==> src/rtl/mips_pkg.sv <==
// Shared MIPS pipeline constants: opcodes, NOP encoding and default widths.
package mips_pkg;
    localparam int DEF_DATA_W = 32;
    localparam int DEF_REG_W  = 5;

    localparam logic [5:0] OP_RTYPE = 6'd0;
    localparam logic [5:0] OP_J     = 6'd2;
    localparam logic [5:0] OP_BEQ   = 6'd4;
    localparam logic [5:0] OP_ADDI  = 6'd8;
    localparam logic [5:0] OP_ANDI  = 6'd12;
    localparam logic [5:0] OP_LW    = 6'd35;
    localparam logic [5:0] OP_SW    = 6'd43;

    localparam logic [31:0] NOP = 32'h0;
endpackage

==> src/rtl/hazard_detect.sv <==
// Load-use hazard detection between the instruction in ID and a lw sitting in ID/EX.
module hazard_detect
    import mips_pkg::*;
#(
    parameter int REG_W = DEF_REG_W
) (
    input  logic             valid_id,
    input  logic [5:0]       op,
    input  logic [REG_W-1:0] rs,
    input  logic [REG_W-1:0] rt,
    input  logic             id_ex_mem_read,
    input  logic [REG_W-1:0] id_ex_rt,
    output logic             lu
);
    logic reads_rs;
    logic reads_rt;

    always_comb begin
        reads_rs = op inside {OP_RTYPE, OP_BEQ, OP_ADDI, OP_ANDI, OP_LW, OP_SW};
        reads_rt = op inside {OP_RTYPE, OP_BEQ, OP_SW};
        // $zero is never a real producer, so a lw targeting it cannot cause a stall
        lu = valid_id & id_ex_mem_read & (id_ex_rt != '0) &
             ((reads_rs & (rs == id_ex_rt)) | (reads_rt & (rt == id_ex_rt)));
    end
endmodule

==> src/rtl/if_id_stage.sv <==
// IF/ID pipeline register with load-use stall, jump decode, wrong-path squash and
// saturating stall/flush counters.
module if_id_stage
    import mips_pkg::*;
#(
    parameter int DATA_W = DEF_DATA_W,
    parameter int REG_W  = DEF_REG_W,
    parameter int CNT_W  = 16
) (
    input  logic              clock,
    input  logic              reset,
    input  logic [DATA_W-1:0] Instruction_IF,
    input  logic [DATA_W-1:0] PC_Address_next,
    input  logic              stop,
    input  logic              PCSrc,
    input  logic              id_ex_mem_read,
    input  logic [REG_W-1:0]  id_ex_rt,
    output logic [DATA_W-1:0] Instruction_ID,
    output logic [DATA_W-1:0] PC_Plus4_ID,
    output logic              valid_ID,
    output logic              PCWrite,
    output logic              jump,
    output logic [DATA_W-1:0] j_address,
    output logic              bubble_ID,
    output logic [CNT_W-1:0]  stall_count,
    output logic [CNT_W-1:0]  flush_count
);
    logic [DATA_W-1:0] instr_q, instr_d;
    logic [DATA_W-1:0] pc_q, pc_d;
    logic              valid_q, valid_d;
    logic [CNT_W-1:0]  stall_q, stall_d;
    logic [CNT_W-1:0]  flush_q, flush_d;
    logic              lu;

    function automatic logic [CNT_W-1:0] sat_inc(input logic [CNT_W-1:0] v);
        return (&v) ? v : v + 1'b1;
    endfunction

    hazard_detect #(.REG_W(REG_W)) u_hazard (
        .valid_id       (valid_q),
        .op             (instr_q[31:26]),
        .rs             (instr_q[25:21]),
        .rt             (instr_q[20:16]),
        .id_ex_mem_read (id_ex_mem_read),
        .id_ex_rt       (id_ex_rt),
        .lu             (lu)
    );

    // A taken branch is older than the jump in ID, so it wins the redirect
    assign jump      = valid_q & (instr_q[31:26] == OP_J) & ~PCSrc;
    assign PCWrite   = ~(lu & ~PCSrc);
    assign bubble_ID = (lu | ~valid_q) & ~reset;
    assign j_address = {pc_q[DATA_W-1:DATA_W-4], instr_q[25:0], 2'b00};

    always_comb begin
        instr_d = instr_q;
        pc_d    = pc_q;
        valid_d = valid_q;
        stall_d = stall_q;
        flush_d = flush_q;
        if (PCSrc) begin
            instr_d = NOP;
            valid_d = 1'b0;
            flush_d = sat_inc(flush_q);
        end else if (!stop) begin
            if (lu) begin
                stall_d = sat_inc(stall_q);
            end else if (jump) begin
                instr_d = NOP;
                valid_d = 1'b0;
                flush_d = sat_inc(flush_q);
            end else begin
                instr_d = Instruction_IF;
                pc_d    = PC_Address_next;
                valid_d = 1'b1;
            end
        end
    end

    always_ff @(posedge clock or posedge reset) begin
        if (reset) begin
            instr_q <= NOP;
            pc_q    <= '0;
            valid_q <= 1'b0;
            stall_q <= '0;
            flush_q <= '0;
        end else begin
            instr_q <= instr_d;
            pc_q    <= pc_d;
            valid_q <= valid_d;
            stall_q <= stall_d;
            flush_q <= flush_d;
        end
    end

    assign Instruction_ID = instr_q;
    assign PC_Plus4_ID    = pc_q;
    assign valid_ID       = valid_q;
    assign stall_count    = stall_q;
    assign flush_count    = flush_q;
endmodule

==> config.mk <==
export PLATFORM = sky130hd
export DESIGN_NAME = if_id_stage
export DESIGN_NICKNAME = d
export VERILOG_FILES = /design/src/rtl/mips_pkg.sv /design/src/rtl/hazard_detect.sv /design/src/rtl/if_id_stage.sv
export SDC_FILE = /design/constraint.sdc
export NUM_CORES = 1
export LEC_CHECK = 0
export ABC_AREA = 1
export ABC_CLOCK_PERIOD_IN_PS = 4300
export BUFFER_PORTS_ARGS = -buffer_cell sky130_fd_sc_hd__buf_2
export CAP_MARGIN = 0
export CORE_MARGIN = 3
export CORE_UTILIZATION = 49
export DETAILED_ROUTE_END_ITERATION = 8
export PLACE_DENSITY = 0.89
export SLEW_MARGIN = 40
export SYNTH_ARGS = -nofsm -noshare
export SYNTH_HDL_FRONTEND = slang
export SYNTH_SLANG_ARGS = --single-unit
==> constraint.sdc <==
create_clock -name clock -period 4.3 [get_ports clock]
set_clock_uncertainty 0.15 [all_clocks]
set_input_delay 0.86 -clock clock [delete_from_list [all_inputs] [get_ports clock]]
set_output_delay 0.86 -clock clock [all_outputs]
set_load 0.1 [all_outputs]
# Word-level counts from Yosys, hierarchy flattened
# Index checks and enable logic that the tools add are counted.
# W data, S select, Z words.
[classes]
shifts = 0
addsub = 2
div = 0
n_eq_ne = 10
mul = 0
n_reduce_logical = 11
mux = 13
bitwise = 19
n_lt_le_gt_ge = 0
[op_table]
columns = ["op", "count"]
rows = [
  ["$mux W32", 4],
  ["$mux W16", 5],
  ["$add A16 B1 Y16 const B", 2],
  ["$reduce_and A16 Y1", 2],
  ["$eq A6 B4 Y1 const B", 2],
  ["$eq A6 B6 Y1 const B", 2],
  ["$eq A5 B5 Y1", 2],
  ["$and A1 B1 Y1", 9],
  ["$not A1 Y1", 8],
  ["$reduce_and A4 Y1", 2],
  ["$eq A6 B2 Y1 const B", 1],
  ["$eq A6 B3 Y1 const B", 1],
  ["$logic_not A6 Y1", 1],
  ["$reduce_bool A6 Y1", 1],
  ["$reduce_bool A5 Y1", 1],
  ["$mux W1", 4],
  ["$reduce_and A3 Y1", 1],
  ["$reduce_bool A3 Y1", 1],
  ["$ne A2 B1 Y1 const B", 1],
  ["$ne A2 B2 Y1 const B", 1],
  ["$or A1 B1 Y1", 2],
  ["$reduce_and A2 Y1", 1],
  ["$reduce_bool A2 Y1", 1],
]
[word_totals]
mem_bits_ro = 0
word_cells = 60
mem_bits_rw = 0
ff_bits = 97
output_inout_bits = 132
latch_bits = 0
mem_count = 0

# Longest topological paths before layout
# Gate-level depths: netlist (run 1).
[depth]
depth_word = 8
mapped_depth = 13
mapped_depth_nobuf = 11

# Cells and area by module
# A second synthesis (run 1) with hierarchy kept.
[hier_totals]
hier_cells = 664
area_unflattened_um2 = 5013.6
[modules_own_cells]
columns = ["module", "instances", "cells_each", "area_each_um2"]
rows = [
  ["if_id_stage", 1, 624, 4798.4],
  ["hazard_detect", 1, 40, 215.2],
]

# Worst setup path after synthesis (run 1)
# Ideal clock, no wire load.
[synth_path]
path_type = "reg2out"
startpoint = "register instr_q[26], in the netlist Instruction_ID[26]"
endpoint = "output port bubble_ID"
path_stages_with_launch = 9
n_path_buf = 0
arrival_time_ns = 3.110
required_time_ns = 3.290
slack_ns = 0.180
path_cell_list = "dfrtp_1 nand2_1 nor2_2 nand3_1 nand2_1 nand3_2 nand2_4 nand2_4 a21oi_1"
[synth_between]
elab_chain_cells = 7
word_cells_on_any_way = 14
cone_classes = "5 x eq/ne; 6 x bitwise; 3 x reduce/logical"
[synth_rtl]
columns = ["item", "line_no", "source"]
rows = [
  ["start, declared", "if_id_stage.sv:28", "logic [DATA_W-1:0] instr_q, instr_d;"],
  ["start signal, assigned", "if_id_stage.sv:88", "instr_q <= instr_d;"],
  ["$eq A6 B3 Y1 (tied with other cells)", "hazard_detect.sv:19, hazard_detect.sv:20", ""],
  ["$reduce_bool A6 Y1 or $reduce_bool A3 Y1 (tied branches)", "hazard_detect.sv:19, hazard_detect.sv:20", ""],
  ["$and A1 B1 Y1", "hazard_detect.sv:23", "((reads_rs & (rs == id_ex_rt)) | (reads_rt & (rt == id_ex_rt)));"],
  ["$or A1 B1 Y1 *", "hazard_detect.sv:23", ""],
  ["$and A1 B1 Y1 *", "hazard_detect.sv:22", "lu = valid_id & id_ex_mem_read & (id_ex_rt != '0) &"],
  ["$or A1 B1 Y1 *", "if_id_stage.sv:52", "assign bubble_ID = (lu | ~valid_q) & ~reset;"],
  ["$and A1 B1 Y1 *", "if_id_stage.sv:52", ""],
  ["end, declared", "if_id_stage.sv:24", "output logic bubble_ID,"],
]
# Mark *: on every way between the ends. The rest lies on a longest branch, timed or not.

# Worst setup path in the final report (run 1)
[layout_path]
startpoint = "input port id_ex_rt[0]"
endpoint = "output port bubble_ID"
[layout_between]
elab_chain_cells = 6
word_cells_on_any_way = 10
cone_classes = "2 x eq/ne; 7 x bitwise; 1 x reduce/logical"
[layout_rtl]
columns = ["item", "line_no", "source"]
rows = [
  ["start, declared", "if_id_stage.sv:17", "input logic [REG_W-1:0] id_ex_rt,"],
  ["$eq A5 B5 Y1", "hazard_detect.sv:23", ""],
  ["$and A1 B1 Y1", "hazard_detect.sv:23", ""],
  ["$or A1 B1 Y1", "hazard_detect.sv:23", ""],
  ["$and A1 B1 Y1 *", "hazard_detect.sv:22", ""],
  ["$or A1 B1 Y1 *", "if_id_stage.sv:52", ""],
  ["$and A1 B1 Y1 *", "if_id_stage.sv:52", ""],
]
# Marks and branches as above.

==> results.json, run 1 <==
{
  "num_antenna_cells": 0,
  "multi_input_area_um2": 1980,
  "rows": 36,
  "synth_top_family_by_area": "simple AND/OR/NAND/NOR gates",
  "finalHoldViolations": 0,
  "dr.pass1.iters": 5,
  "n_fill_cell": 868,
  "synth_seq_cells": 97,
  "grt_max_degree": 83,
  "die_x_um": 108,
  "dieArea_um2": 11800,
  "ctsHoldBuffers": 0,
  "finalMaxSlewViolations": 0,
  "synthDistinctLibCells": 33,
  "dp.final_hpwl_mm": 9.42,
  "rsz0062_at_grt": "false",
  "grt_usage_pct": 21.7,
  "critPathBufInv": 3,
  "drive_gt1_share_pct": 32.3,
  "final.setup.tns_ps": 0,
  "end_kind": "output port",
  "fin_nets": 862,
  "chipHeight_um": 108,
  "syn_avg_cell_area_um2": 8.30,
  "io_buffers": 203,
  "grt_pass1_wl_mm": 20.1,
  "ys_seq_area_share_pct": 47.2,
  "outcome": "finished clean",
  "post_drt_wl_per_cell_um": 13.6,
  "slew-limit-headroom_pct": 51.5,
  "antenna_found_initial": 0,
  "clk_pin_slew_ps": 90,
  "cp.required_ps": 3290,
  "hold_path_end": "PC_Plus4_ID[9]",
  "p_per_area_nw_per_um2": 456,
  "synth_mux_area_share_pct": 0,
  "cts.sinks": 97,
  "ctsHtreeMaxLevel": 3,
  "via_per_inst": 4.79,
  "num_io_pins": 206,
  "path_delay_family": "buffers and inverters",
  "clock_tree.buffer_depth": 2,
  "arrival_ps": 2210,
  "r2r-end": "stall_count[11]",
  "cts_resized": 0,
  "vdd_drop_max_v": 0.000355,
  "power.static_leakage_nw": 3.57,
  "hold_path_class": "reg2reg",
  "yosys.area.top_type": "dfrtp_1",
  "routed_wl_mm": 12.5,
  "r2r_start": "stall_count[0]",
  "r2r_setup_slack_ps": 2040,
  "path_max_fanout": 4,
  "cap_violations": 0,
  "tightest_slew_ps": 726,
  "yosys_warnings": 0,
  "synth_area_um2": 5140,
  "crit_chain": "buf_2 -> inv_1 -> nand2_1 -> nand2_1 -> nand2_1 -> nor2_1 -> nand3_2 -> nand2_4 -> nand2_4 -> a21oi_1 -> buf_2",
  "synth_area_leaders": "dfrtp_1 47%, nand2_1 12%, inv_1 6.6%",
  "synth_compound_area_share_pct": 7.57,
  "place.gp.congestion": 0.917,
  "finalSetupViolations": 0,
  "rr_worst_depth": 9,
  "period_minus_slack_ps": 3220,
  "drc": 0,
  "fin_hold_ws_ps": 337,
  "mostFrequentLayoutCell": "buf_2",
  "ant_nets": 0,
  "start_kind": "input port",
  "clk_root_buffer_cell": "clkbuf_8",
  "synthAdderAreaFrac_pct": 0.486,
  "yosysTopAreaCellShare_pct": 47.2,
  "synthXorXnorAreaFrac_pct": 5.96,
  "cp_slowest_cell": "buf_2",
  "cts_buffers": 9,
  "cts_tree": "built",
  "grt_pass1_vias": 4144,
  "min_from": "PC_Plus4_ID[9]",
  "crit_top_cell": "nand2_1",
  "regArea_um2": 2430,
  "drt_iter0_drc": 267,
  "clock_latency_ps": 370,
  "synthCells": 620,
  "core_um2": 10000,
  "layout_common_cells": "203 x buf_2, 169 x nand2_1, 97 x dfrtp_1",
  "max_stage_delay_ps": 460,
  "worstHoldPathCells": 2,
  "critical_path_class": "in2out",
  "synthToLayoutAreaGrowth_pct": 20.1,
  "pre_cts_ws_ps": 1080,
  "overflow": 0,
  "vias": 4423,
  "max_freq_mhz": 310,
  "post-cts-setup-buffers": 0,
  "start_util_pct": 51.4,
  "final.setup.worst_slack_ps": 1080,
  "min_period_over_period_pct": 75.0,
  "synth_simple_gate_area_share_pct": 24.3
}
==> report_power, final <==
part	total [mW]	leakage (nW)	switching, mW	internal [mW]
clock	0.651	0.113	0.311	0.340
combinational	1.09	2.18	0.928	0.162
sequential	1.07	1.28	0.0843	0.990
==> cell type report <==
type | count | share of cell area [%]
clock inverter | 5 | 1.28
sequential | 97 | 39.3
clock buffer | 10 | 2.23
tap | 133 | 2.69
multi-input combinational | 381 | 32.0
timing repair buffer | 207 | 16.9
inverter | 90 | 5.55
==> worst min-delay path, delay by kind of cell, from the launching register on <==
kind             cells  cell delay [ps]
AO/OA/AOI/OAI        1               40
flip-flops           1              360
AND/OR/NAND/NOR      1               60
==> per-layer routing <==
metal,wire (um),track usage [%],up-vias,share of wire [%]
met1,5180,27.5,2004,41
met4,129,6.22,0,1.0
met2,6210,35.9,174,50
met5,0,0,-,0
met3,1020,6.63,12,8.2
li1,-,-,2233,-
==> per-stage QoR <==
| step | cells | power (mW) | cell area [um2] | util, % |
|---|---|---|---|---|
| 2_1_floorplan | 621 | 2.03 | 5150 | - |
| 3_3_place_gp | 908 | 2.17 | 5960 | 59.6 |
| 3_5_place_dp | 908 | 2.18 | 5960 | 59.6 |
| 4_1_cts | 923 | 2.84 | 6180 | 61.8 |
| 5_1_grt | 923 | 2.93 | 6180 | 61.8 |
| 6_report | 923 | 2.82 | 6180 | 61.8 |
==> flip-flops by register name (all words and copies together), names as in the netlist <==
register and cells:
PC_Plus4_ID 32, flush_count 16, valid_ID 1, Instruction_ID 32
stall_count 16
==> worst max path at each step <==
stage | startpoint | slack, ps | end | depth (start not counted)
final | id_ex_rt[0] | 1080 | bubble_ID | 11
after global routing | id_ex_rt[0] | 950 | bubble_ID | 9
after CTS | id_ex_rt[0] | 1080 | bubble_ID | 11
after detailed placement | id_ex_rt[0] | 1080 | bubble_ID | 11
after global placement | id_ex_rt[0] | 1090 | bubble_ID | 11
after floorplan | Instruction_ID[26] | 180 | bubble_ID | 8
==> cells in the mapped netlist <==
master,n
nor2_1,29
a31oi_1,1
dfrtp_1,97
nand3b_1,2
buf_4,34
nand2_4,3
nand2_1,169
inv_1,90
nand2_2,10
nand3_2,2
conb_1,1
ha_1,2
clkbuf_1,1
buf_8,1
nor4_1,2
buf_2,8
xor2_1,24
nor3_2,1
nor2_4,1
o21ai_0,27
nor3b_1,1
buf_6,7
o21ai_2,10
o21ai_1,31
nor2_2,1
nand3_1,15
xnor2_1,11
nand4_1,26
and2_4,1
nand3_4,3
nor3_1,6
a21oi_1,1
clkbuf_2,2
==> cell families after synthesis <==
logic type               count (synthesis)
XOR/XNOR                                35
AND/OR/NAND/NOR                        272
other                                    1
adder cells (fa/ha/maj)                  2
flip-flops                              97
buffers and inverters                  143
AO/OA/AOI/OAI                           70
No activity file was read; power rests on OpenSTA's default activity.
==> run 2: changes to the inputs <==
--- a/config.mk
+++ b/config.mk
@@ -5,14 +5,14 @@
 export SDC_FILE = /design/constraint.sdc
 export NUM_CORES = 1
 export LEC_CHECK = 0
-export ABC_AREA = 1
-export ABC_CLOCK_PERIOD_IN_PS = 4300
+export ABC_AREA = 0
+export ABC_CLOCK_PERIOD_IN_PS = 2700
 export BUFFER_PORTS_ARGS = -buffer_cell sky130_fd_sc_hd__buf_2
 export CAP_MARGIN = 0
 export CORE_MARGIN = 3
-export CORE_UTILIZATION = 49
+export CORE_UTILIZATION = 43
 export DETAILED_ROUTE_END_ITERATION = 8
-export PLACE_DENSITY = 0.89
+export PLACE_DENSITY = 0.85
 export SLEW_MARGIN = 40
 export SYNTH_ARGS = -nofsm -noshare
 export SYNTH_HDL_FRONTEND = slang
==> constraint.sdc (replaced) <==
create_clock -name clock -period 2.7 [get_ports clock]
set_clock_uncertainty 0.15 [all_clocks]
set_input_delay 0.54 -clock clock [delete_from_list [all_inputs] [get_ports clock]]
set_output_delay 0.54 -clock clock [all_outputs]
set_load 0.1 [all_outputs]
==> results.json, run 2 <==
{
  "synthAdderAreaFrac_pct": 0.554,
  "synth_top_family_by_area": "simple AND/OR/NAND/NOR gates",
  "regArea_um2": 2450,
  "grt_pass1_wl_mm": 17.3,
  "finalMaxSlewViolations": 0,
  "place_inst": 657,
  "synthXorXnorAreaFrac_pct": 7.76,
  "yosysTopAreaCellShare_pct": 53.7,
  "hold_path_class": "in2async",
  "fin_nets": 619,
  "max_freq_mhz": 379,
  "place.gp.congestion": 0.794,
  "use_met2_pct": 31.9,
  "clock_latency_ps": 350,
  "synthFlopType": "dfrtp_1",
  "ys_seq_area_share_pct": 53.7,
  "path_delay_family": "simple AND/OR/NAND/NOR gates",
  "yosys_warnings": 0,
  "clk_pin_slew_ps": 100,
  "ctsHtreeMaxLevel": 3,
  "synth_compound_area_share_pct": 8.28,
  "endpoint": "PCWrite",
  "post_drt_wl_per_cell_um": 16.7,
  "final_cells": 681,
  "n_fill_cell": 841,
  "synth_seq_cells": 97,
  "cts.sinks": 97,
  "r2r-end": "stall_count[1]",
  "place_area_um2": 5570,
  "chipHeight_um": 108,
  "dp.final_hpwl_mm": 8.61,
  "cts_buffers": 9,
  "p_per_area_nw_per_um2": 855,
  "rsz0062_at_grt": "true",
  "drc": 0,
  "vias": 3507,
  "drive_gt1_share_pct": 56.6,
  "cp.required_ps": 2010,
  "cts_tree": "built",
  "cp.depth": 6,
  "grt_busiest_layer": "met2",
  "routed_wl_mm": 11.4,
  "critical_path_class": "in2out",
  "start_kind": "input port",
  "core_um2": 10000,
  "synth_edf_count": 0,
  "max_stage_delay_ps": 570,
  "ctsHoldBuffers": 0,
  "num_io_pins": 206,
  "critPathBufInv": 2,
  "dieArea_um2": 11800,
  "vdd_drop_max_v": 0.000753,
  "overflow": 0,
  "clk_root_buffer_cell": "clkbuf_8",
  "path_max_fanout": 3,
  "synth_simple_gate_area_share_pct": 11.4,
  "clock_tree.buffer_depth": 2,
  "period_minus_slack_ps": 2640,
  "start_util_pct": 45.2,
  "async_flop_share_pct": 100,
  "finalHoldViolations": 0,
  "multi_input_area_um2": 1770,
  "io_buffers": 203,
  "arrival_ps": 1950,
  "cap_violations": 0,
  "antenna_found_initial": 0,
  "outcome": "finished clean",
  "via_per_inst": 5.15,
  "synth_area_leaders": "dfrtp_1 54%, a22o_1 6.2%, mux2_4 5.7%",
  "die_x_um": 108,
  "rows": 36,
  "layout_common_cells": "201 x buf_2, 77 x dfrtp_1, 32 x a22o_1",
  "end_kind": "output port",
  "finalSetupViolations": 0,
  "grt_pass1_vias": 3366,
  "yosys.area.top_type": "dfrtp_1",
  "ant_nets": 0,
  "dr.pass1.iters": 4,
  "r2r_start": "Instruction_ID[28]",
  "crit_chain": "buf_2 -> or4_1 -> o211ai_2 -> o21bai_4 -> nand2b_4 -> buf_12",
  "grt_usage_pct": 18.7,
  "syn_avg_cell_area_um2": 12.8,
  "synth_area_um2": 4520,
  "min_period_over_period_pct": 97.8,
  "grt_use_met1_pct": 23.8,
  "synthToLayoutAreaGrowth_pct": 29.5,
  "grt_max_degree": 40,
  "synthCells": 352,
  "cp-startpoint": "id_ex_rt[3]",
  "rr_worst_depth": 9,
  "yosysMostFrequentCell": "dfrtp_1",
  "num_antenna_cells": 0,
  "r2r_setup_slack_ps": 210,
  "fin_hold_ws_ps": 155,
  "final_area_um2": 5850,
  "synth_mux_area_share_pct": 9.89,
  "mostFrequentLayoutCell": "buf_2",
  "synthDistinctLibCells": 45,
  "use_met3_pct": 5.37,
  "synth_commonest_cells": "97 x dfrtp_1, 33 x buf_4, 32 x a22o_1",
  "power.static_leakage_nw": 3.07,
  "final.setup.tns_ps": 0,
  "cp_slowest_cell": "or4_1",
  "drt_iter0_drc": 205
}
## run 2: changes by cell type after synthesis, sizes merged, moves of 7 or more
cell and delta:
nand2 -173, inv -84, o21ai -68, mux2 +34, a22o +32, nor2 -23, nand4 -18, nor4 +10
nand3 -8, buf -7, nor3 +7
## run 2: per-stage QoR
step	power [mW]	setup WS, ps	utilization, %
4_1_cts	5.04	7.22	58.3
3_3_place_gp	4.08	15.3	55.7
5_1_grt	5.21	-21.6	58.5
2_1_floorplan	3.75	-276	-
6_report	5.00	60.4	58.5
3_5_place_dp	4.10	-24.3	55.7
## run 2: worst min path at each step
stage	to	from	cells after the start	slack, ps
finish	Instruction_ID[3]	reset	3	160
global route	Instruction_ID[3]	reset	3	160
CTS	PC_Plus4_ID[22]	reset	3	150
detailed placement	stall_count[13]	stall_count[13]	1	320
global placement	stall_count[11]	stall_count[11]	1	320
floorplan	Instruction_ID[31]	Instruction_IF[31]	1	520
## run 2: report_power, final
part / switching [mW] / internal, mW / leakage (nW)
Combinational: 1.86 / 0.407 / 1.78
Sequential: 0.174 / 1.63 / 1.19
Clock: 0.507 / 0.418 / 0.0992
## run 2: cell type report
class                   instances  share of cell area [%]
inverters                       6                   0.449
clock buffers                  12                    2.82
clock inverters                 4                   0.578
flip-flops and latches         97                    41.9
well taps                     133                    2.84
multi-input cells             204                    30.2
repair buffers                225                    21.1
## run 2: metal layers
metal	vias to the layer above	part of all wire (%)
met1	1741	40
met3	11	7.2
met4	0	1.0
met2	138	51
met5	-	0
li1	1617	-
## run 2: logic make-up (layout without fill, tap and decap cells)
kind of cell | after synthesis | count (layout)
AO/OA/AOI/OAI | 42 | 42
XOR/XNOR | 40 | 40
adder cells (fa/ha/maj) | 2 | 2
buffers and inverters | 52 | 247
flip-flops | 97 | 97
multiplexers | 34 | 34
other | 1 | 2
AND/OR/NAND/NOR | 84 | 84
## run 2: tightest hold or removal path: cells and delay by family
kind	cells	cell delay, ps
buf+inv	3	530
## run 2: repair_timing
action | CTS | global route
setup buffers | 7 | 1
endpoints found under the setup margin | 2 | 10
endpoints found under the hold margin | 0 | 0
gates resized for setup | 1 | 2
pin swaps | 5 | 2
